## config.mk

```make
export PLATFORM = sky130hd
export DESIGN_NAME = kamacore_muldiv_seq
export DESIGN_NICKNAME = d
export VERILOG_FILES = /design/src/rtl/kamacore_muldiv_seq.sv
export SDC_FILE = /design/constraint.sdc
export NUM_CORES = 1
export LEC_CHECK = 0
export ABC_AREA = 1
export BUFFER_PORTS_ARGS = -buffer_cell sky130_fd_sc_hd__buf_2
export CAP_MARGIN = 5
export CELL_PAD_IN_SITES_DETAIL_PLACEMENT = 0
export CELL_PAD_IN_SITES_GLOBAL_PLACEMENT = 1
export CORE_MARGIN = 4
export CORE_UTILIZATION = 39
export DETAILED_ROUTE_END_ITERATION = 6
export PLACE_DENSITY_LB_ADDON = 0.1
export SLEW_MARGIN = 20
export SYNTH_ARGS = -nofsm -noshare
export SYNTH_HDL_FRONTEND = slang
export SYNTH_SLANG_ARGS = --single-unit
```

## constraint.sdc

```tcl
create_clock -name clk -period 4.1 [get_ports clk]
set_input_delay 0.41 -clock clk [delete_from_list [all_inputs] [get_ports clk]]
set_output_delay 0.41 -clock clk [all_outputs]
set_load 0.005 [all_outputs]
```

## src/rtl/kamacore_muldiv_seq.sv

```systemverilog
// Iterative RV32M multiply/divide sequencer: radix-2 shift-add multiply, restoring divide, pipeline stall.
// Optional build macro KAMACORE_FAST_MUL_EN swaps the shift-add multiply for a single-cycle 33x33 multiplier.
module kamacore_muldiv_seq #(
  parameter int XLEN = 32
) (
  input  logic            clk,
  input  logic            rst,
  input  logic            start,
  input  logic [2:0]      funct3,
  input  logic [XLEN-1:0] op_a,
  input  logic [XLEN-1:0] op_b,
  input  logic [4:0]      rd,
  input  logic            flush,
  output logic            stall,
  output logic            busy,
  output logic            done,
  output logic [XLEN-1:0] result,
  output logic [4:0]      result_rd
);

  typedef enum logic [1:0] {S_IDLE, S_MUL, S_DIV, S_DONE} state_t;

  localparam logic [2:0] F_MUL    = 3'd0;
  localparam logic [2:0] F_MULH   = 3'd1;
  localparam logic [2:0] F_MULHSU = 3'd2;
  localparam logic [2:0] F_DIV    = 3'd4;
  localparam logic [2:0] F_REM    = 3'd6;
  localparam logic [XLEN-1:0] MOST_NEG = {1'b1, {(XLEN-1){1'b0}}};

  state_t              state_q;
  logic [4:0]          cnt_q;
  logic [2*XLEN-1:0]   acc_q;
  logic [XLEN-1:0]     opd_q;
  logic [2:0]          funct3_q;
  logic [4:0]          rd_q;
  logic                neg_q;
  logic                busy_q;
  logic                done_q;
  logic [XLEN-1:0]     result_q;
  logic [4:0]          resultRd_q;

  logic                aSigned;
  logic                bSigned;
  logic                aNeg;
  logic                bNeg;
  logic [XLEN-1:0]     aMag;
  logic [XLEN-1:0]     bMag;
  logic                resNeg_d;
  logic                divZero;
  logic                divOvf;
  logic [XLEN-1:0]     special_d;

  // Operand conditioning at accept time: magnitudes, result sign and the two divide corner cases.
  always_comb begin
    aSigned   = (funct3 == F_MULH) || (funct3 == F_MULHSU) || (funct3 == F_DIV) || (funct3 == F_REM);
    bSigned   = (funct3 == F_MULH) || (funct3 == F_DIV) || (funct3 == F_REM);
    aNeg      = aSigned && op_a[XLEN-1];
    bNeg      = bSigned && op_b[XLEN-1];
    aMag      = aNeg ? -op_a : op_a;
    bMag      = bNeg ? -op_b : op_b;
    resNeg_d  = (funct3 == F_REM) ? aNeg : (aNeg ^ bNeg);
    divZero   = (op_b == '0);
    divOvf    = bSigned && funct3[2] && (op_a == MOST_NEG) && (op_b == '1);
    if (divZero)
      special_d = funct3[1] ? op_a : '1;
    else
      special_d = funct3[1] ? '0 : MOST_NEG;
  end

  logic [XLEN:0]       mulSum;
  logic [XLEN:0]       divDiff;
  logic [2*XLEN-1:0]   step_d;
  logic [XLEN-1:0]     mulHiNeg;
  logic [XLEN-1:0]     divRaw;
  logic [XLEN-1:0]     final_d;

  // One shared iteration step; the final sign fix-up is folded into the last iteration's write.
  always_comb begin
    mulSum  = {1'b0, acc_q[2*XLEN-1:XLEN]} + {1'b0, opd_q};
    divDiff = acc_q[2*XLEN-1:XLEN-1] - {1'b0, opd_q};
    if (state_q == S_MUL)
      step_d = acc_q[0] ? {mulSum, acc_q[XLEN-1:1]} : {1'b0, acc_q[2*XLEN-1:1]};
    else if (!divDiff[XLEN])
      step_d = {divDiff[XLEN-1:0], acc_q[XLEN-2:0], 1'b1};
    else
      step_d = {acc_q[2*XLEN-2:0], 1'b0};
    // High half of the negated 64-bit product: borrow only propagates up when the low half is zero.
    mulHiNeg = ~step_d[2*XLEN-1:XLEN] + {{(XLEN-1){1'b0}}, (step_d[XLEN-1:0] == '0)};
    divRaw   = funct3_q[1] ? step_d[2*XLEN-1:XLEN] : step_d[XLEN-1:0];
    if (!funct3_q[2])
      final_d = (funct3_q == F_MUL) ? step_d[XLEN-1:0]
                                    : (neg_q ? mulHiNeg : step_d[2*XLEN-1:XLEN]);
    else
      final_d = neg_q ? -divRaw : divRaw;
  end

`ifdef KAMACORE_FAST_MUL_EN
  logic signed [XLEN:0]     fastA;
  logic signed [XLEN:0]     fastB;
  logic signed [2*XLEN+1:0] fastProd;
  logic [XLEN-1:0]          fastRes;

  always_comb begin
    fastA    = {aSigned & op_a[XLEN-1], op_a};
    fastB    = {bSigned & op_b[XLEN-1], op_b};
    fastProd = fastA * fastB;
    fastRes  = (funct3 == F_MUL) ? fastProd[XLEN-1:0] : fastProd[2*XLEN-1:XLEN];
  end
`endif

  // Sequencer: flush beats both a new request and a completing iteration.
  always_ff @(posedge clk or posedge rst) begin
    if (rst) begin
      state_q    <= S_IDLE;
      cnt_q      <= '0;
      acc_q      <= '0;
      opd_q      <= '0;
      funct3_q   <= '0;
      rd_q       <= '0;
      neg_q      <= 1'b0;
      busy_q     <= 1'b0;
      done_q     <= 1'b0;
      result_q   <= '0;
      resultRd_q <= '0;
    end else if (flush) begin
      state_q <= S_IDLE;
      cnt_q   <= '0;
      busy_q  <= 1'b0;
      done_q  <= 1'b0;
    end else begin
      case (state_q)
        S_IDLE: begin
          done_q <= 1'b0;
          if (start) begin
            funct3_q <= funct3;
            rd_q     <= rd;
            neg_q    <= resNeg_d;
            cnt_q    <= '0;
            if (funct3[2]) begin
              if (divZero || divOvf) begin
                state_q    <= S_DONE;
                done_q     <= 1'b1;
                result_q   <= special_d;
                resultRd_q <= rd;
              end else begin
                state_q <= S_DIV;
                busy_q  <= 1'b1;
                acc_q   <= {{XLEN{1'b0}}, aMag};
                opd_q   <= bMag;
              end
            end else begin
`ifdef KAMACORE_FAST_MUL_EN
              state_q    <= S_DONE;
              done_q     <= 1'b1;
              result_q   <= fastRes;
              resultRd_q <= rd;
`else
              state_q <= S_MUL;
              busy_q  <= 1'b1;
              acc_q   <= {{XLEN{1'b0}}, bMag};
              opd_q   <= aMag;
`endif
            end
          end
        end
        S_MUL, S_DIV: begin
          acc_q <= step_d;
          cnt_q <= cnt_q + 5'd1;
          if (cnt_q == 5'd31) begin
            state_q    <= S_DONE;
            busy_q     <= 1'b0;
            done_q     <= 1'b1;
            result_q   <= final_d;
            resultRd_q <= rd_q;
          end
        end
        S_DONE: begin
          state_q <= S_IDLE;
          done_q  <= 1'b0;
        end
        default: state_q <= S_IDLE;
      endcase
    end
  end

  // Stall drops in DONE so the EX/MEM buffer captures the result as the pipeline moves on.
  assign stall     = ((state_q == S_IDLE) && start && !flush) || (state_q == S_MUL) || (state_q == S_DIV);
  assign busy      = busy_q;
  assign done      = done_q;
  assign result    = result_q;
  assign result_rd = resultRd_q;

endmodule
```

After elaboration in Yosys (flattened, before gate mapping). Index checks and enable logic that the tools add are counted.

Register bits after elaboration: 151. Memories kept: 0. Output and inout bits: 40. Logic and storage cells: 121. Bits in read-only memories: 0. Bits in latches: 0. Input bits: 76. Memory bits (writable): 0.

$add $sub $neg: 7. $lt $le $gt $ge: 0. Equality and inequality tests: 19. Multipliers: 0. Multiplexer cells: 51. Shifts and indexed selects: 0. Reduce and logical (&&, ||, !) cells: 30. Div/mod/pow operators: 0. Bitwise operators: 3.

Operator list (count): $mux W32 (16); $mux W64 (6); $pmux W64 S2 (1); $neg A32 Y32 (3); $eq A32 B32 Y1 const B (2); $logic_not A32 Y1 (2); $pmux W32 S2 (1); $add A32 B32 Y33 (1); $sub A33 B32 Y33 (1); $add A32 B1 Y32 (1); $not A32 Y32 (1); $mux W5 (6); $pmux W5 S2 (2); $mux W1 (12); $reduce_and A4 Y1 (3); $ne A2 B2 Y1 const B (5); $ne A3 B3 Y1 const B (3); $logic_or A1 B1 Y1 (8); $mux W2 (4); $logic_and A1 B1 Y1 (7); $eq A3 B3 Y1 const B (2); $pmux W2 S3 (1); $reduce_and A6 Y1 (1); $add A5 B1 Y5 const B (1); 18 further kinds (20).

Depth between registers and ports, before layout.
Depth in word-level cells: 12. Depth in mapped cells: 32. Mapped depth without buffers: 31.

Worst setup path before layout. Ideal clock, no wire load.

Path type: register to register. Start point: register acc_q[31]. End point: register result_q[8] (netlist: result[8]). Clock period less this slack: 3.530 ns. Path buffers: 1. Path slack: 0.570 ns. Cell stages (with the launch flop): 29. Library setup time: 0.124 ns. Arrival: 3.406 ns. Data required time: 3.976 ns. Cell sequence: dfrtp_1 -> inv_1 -> ha_1 -> inv_1 -> fa_1 -> nand2_1 -> nand2_1 -> nand3_2 -> nand2_2 -> nand2_2 -> nand2_2 -> nand2_4 -> nand3_2 -> nand2_4 -> buf_6 -> nand2_1 -> nand3_1 -> nand2_1 -> ha_1 -> ha_1 -> nand3_1 -> inv_1 -> nand2_1 -> nand2_1 -> xor2_1 -> o21ai_0 -> nand3_1 -> o211ai_1 -> nand2_1.

Longest elaborated chain between the ends: 10. Elaborated cells on any way between the ends: 15. Classes of those cells: 3 x add/sub; 10 x mux; 1 x bitwise; 1 x reduce/logical.

RTL lines: start: declaration (RTL line 32) `logic [2*XLEN-1:0] acc_q;`; start signal: assignment (RTL line 148) `acc_q <= {{XLEN{1'b0}}, aMag};`; start signal: assignment (RTL line 160) `acc_q <= {{XLEN{1'b0}}, bMag};`; start signal: assignment (RTL line 167) `acc_q <= step_d;`; $sub A33 B32 Y33 (RTL line 80) `divDiff = acc_q[2*XLEN-1:XLEN-1] - {1'b0, opd_q};`; $mux W64 (RTL line 83) `else if (!divDiff[XLEN])`; $mux W64 (*) (RTL line 81) `if (state_q == S_MUL)`; $logic_not A32 Y1 or $not A32 Y32 (tied branches) (RTL line 88) `mulHiNeg = ~step_d[2*XLEN-1:XLEN] + {{(XLEN-1){1'b0}}, (step_d[XLEN-1:0] == '0)};`; $add A32 B1 Y32 (RTL line 88); $mux W32 (RTL line 92) `: (neg_q ? mulHiNeg : step_d[2*XLEN-1:XLEN]);`; $mux W32 (RTL line 91) `final_d = (funct3_q == F_MUL) ? step_d[XLEN-1:0]`; $mux W32 (*) (RTL line 90) `if (!funct3_q[2])`; $mux W32 (*) (RTL line 169) `if (cnt_q == 5'd31) begin`; $pmux W32 S2 (*) (RTL line 131) `case (state_q)`; end signal: assignment (RTL line 143) `result_q <= special_d;`; end signal: assignment (RTL line 173) `result_q <= final_d;`; end: declaration (RTL line 39) `logic [XLEN-1:0] result_q;`.

Mark *: on every way between the ends. The rest lies on a longest branch, timed or not. The select of a mux whose other input is x is not followed. A chain may end at the register's enable or synchronous reset.

Worst setup path after layout.
Start point: register opd_q[15]. End point: register result_q[15] (netlist: result[15]).

Longest elaborated chain between the ends: 10. Elaborated cells on any way between the ends: 16. Classes of those cells: 4 x add/sub; 10 x mux; 1 x bitwise; 1 x reduce/logical.

RTL lines: start: declaration (RTL line 33) `logic [XLEN-1:0] opd_q;`; start signal: assignment (RTL line 149) `opd_q <= bMag;`; start signal: assignment (RTL line 161) `opd_q <= aMag;`; $sub A33 B32 Y33 or $add A32 B32 Y33 (tied branches) (RTL line 80, 79); $mux W64, on equally long branches (RTL line 83, 82); $mux W64 (*) (RTL line 81); $logic_not A32 Y1 or $not A32 Y32 (tied branches) (RTL line 88); $add A32 B1 Y32 (RTL line 88); $mux W32 (RTL line 92); $mux W32 (RTL line 91); $mux W32 (*) (RTL line 90); $mux W32 (*) (RTL line 169); $pmux W32 S2 (*) (RTL line 131).

Marked as above.

==> impl_metrics.yaml <==
run_status:
  status: "completed"
sta:
  rsz0062_at_grt: "true"
  slew_headroom: 0.445
  finalCritPeriodShare: 0.954
  setup_violations: 0
  fin_crit_ns: 3.91
  worst_slack_ns: 0.190
  max_freq_ghz: 0.256
  tightestPinTransition_ns: 0.832
  slew_viol_final: 0
  hold_viol_final: 0
  skew_ns: 0.00795
floorplanning:
  core_area_um2: 47000
  die_w_um: 227
  fp.dieH_um: 227
  die_area_um2: 51500
  row_count: 79
  ios: 116
  start_util: 0.398
global_routing:
  grt_overflow: 0
  grt_pass1_vias: 20900
  grt_use_total: 0.348
  grt_pass1_wl_um: 133000
  antenna_found_initial: 3
  grt_max_degree: 73
min_path:
  hold_class: "primary input to register"
  min_to: "busy"
  worstHoldStart: "flush"
  min_path_cells: 2
layout:
  layout_common_cells: "1032 x nand2_1, 463 x inv_1, 306 x nor2_1"
  layout.nets: 3668
  final_common_cell: "nand2_1"
  final_layout_size_suffix_gt1_frac: 0.158
  diodes: 0
  utilization: 0.471
  area_growth_pct: 18.3
route:
  ant_nets: 0
  avgRoutedWirePerCell_um: 22.3
  via_count: 22800
  drc: 0
  drt_iter0_drc: 2706
  routed_wl_um: 92100
  vias_per_cell: 5.52
  drt_pre_antenna_iters: 6
critical_path:
  rrSetupSlack_ns: 0.19
  r2r_start: "opd_q[15]"
  critPathSlowestCell: "dfrtp_1"
  critPathCaptureType: "register"
  cp.arrival_ns: 4.27
  cp_common_cell: "nand2_1"
  r2r_cells: 25
  required_ns: 4.46
  crit_type: "register to register"
  critPathMaxFanout: 9
  rr_endpoint: "result[15]"
  start_kind: "register"
  slowest_delay_ns: 0.43
clocking:
  cts_sinks: 151
  cts_tree: "built"
  cts_buffers: 17
  insertion_delay_ns: 0.46
  root_buffer: "clkbuf_16"
  clkTransAtPathRegs_ns: 0.07
  cts_buffer_depth: 2
  h-tree-depth: 4
place:
  gp_congestion: 1.03
  pre_cts_ws_ns: 0.0742
  port_buffers: 115
  dp_hpwl_um: 76000
synth:
  synth-edff-count: 0
  dominantRegCellSynth: "dfrtp_1"
  ys_ff_latch: 151
  ys_warn_count: 0
  ys_top_cells_by_area: "nand2_1 21%, dfrtp_1 20%, inv_1 9.4%, nand3_1 7.9%, nor2_1 6.4%"
  synth.top_cell.area_share: 0.213
  yosysSeqAreaShare: 0.202
  avgSynthCellArea_um2: 5.69
  syn_nets: 3439
  yosysTopAreaCell: "nand2_1"
  syn_inst: 3284
  synth_area_um2: 18700
  ys_types: 56
  async_reset_ff_frac: 1.00
flow_run:
  max_cap_viol_count: 0
[metrics by stage]
stage | instances | cell area (um2) | TNS (ns) | hold slack [ns]
2_1_floorplan | 3284 | 18700 | 0 | 0.453
3_5_place_dp | 4086 | 21100 | 0 | 0.420
4_1_cts | 4119 | 21700 | 0 | 0.164
5_1_grt | 4133 | 22100 | -0.250 | 0.187
6_report | 4133 | 22100 | 0 | 0.183
3_3_place_gp | 4086 | 21100 | 0 | 0.415
[final cells by class]
| cell class | count | area (um2) |
|---|---|---|
| Clock buffer | 21 | 470 |
| Inverter | 486 | 1830 |
| Tap cell | 607 | 759 |
| Multi-Input combinational cell | 2528 | 12900 |
| Sequential cell | 151 | 3780 |
| Timing Repair Buffer | 329 | 2250 |
| Fill cell | 5131 | 24800 |
| Clock inverter | 11 | 123 |
[cells in the mapped netlist, types with 13 or more instances]
cell type / n
nor2_1: 318
nor2_2: 13
nand3b_1: 22
buf_2: 27
nand4_1: 30
o211ai_1: 33
xor2_1: 68
dfrtp_1: 151
inv_2: 17
inv_1: 467
xnor2_1: 13
nand2_1: 1060
ha_1: 77
clkbuf_1: 75
nor3_1: 29
nand3_1: 294
o22ai_1: 38
o21ai_0: 203
a21oi_1: 172
nand2_2: 35
nor4_1: 14
[worst max path at each step]
stage	startpoint	end	slack, ns	cells after the start
CTS	state_q[1]	result[22]	0.04	23
global placement	acc_q[32]	result[22]	0.14	22
finish	opd_q[15]	result[15]	0.19	25
detailed placement	state_q[1]	result[22]	0.07	23
global route	acc_q[31]	result[19]	-0.05	30
floorplan	acc_q[31]	result[8]	0.57	28
[repair_timing]
action,CTS,global route
hold buffers,1,0
setup endpoints to repair,0,28
buffers inserted,0,13
endpoints found under the hold margin,12,0
resized for setup,0,102
[sequential cells by signal (all words and copies together) (netlist names)]
name       count
acc_q         64
opd_q         32
result        32
cnt_q          5
rd_q           5
result_rd      5
funct3_q       3
state_q        2
busy           1
done           1
neg_q          1
[layer usage]
| metal | wire length (um) | up-vias | track usage |
|---|---|---|---|
| li1 | - | 11000 | - |
| met1 | 38500 | 10600 | 0.460 |
| met2 | 41600 | 1059 | 0.563 |
| met3 | 6820 | 161 | 0.0455 |
| met4 | 5220 | 0 | 0.176 |
| met5 | 0 | - | 0 |
[cells by family (layout without fill, tap and decap cells)]
family          Yosys count  count (layout)  synth area share
simple gates           1859            1859             0.428
buf+inv                 605             847             0.126
compound gates          504             504             0.150
flops                   151             151             0.202
xor+xnor                 81              81            0.0379
fa+ha+maj                79              79            0.0537
mux                       5               5           0.00301
[worst max-delay path: cells and delay by family (launching register included)]
family / cells / cell delay [ns]
compound gates: 2 / 0.48
flops: 1 / 0.43
buf+inv: 3 / 0.33
simple gates: 19 / 2.25
fa+ha+maj: 1 / 0.32
Power is left out: the tool's default activity adds up to more than one toggle a clock period on the data nets, which glitch-free logic cannot reach.
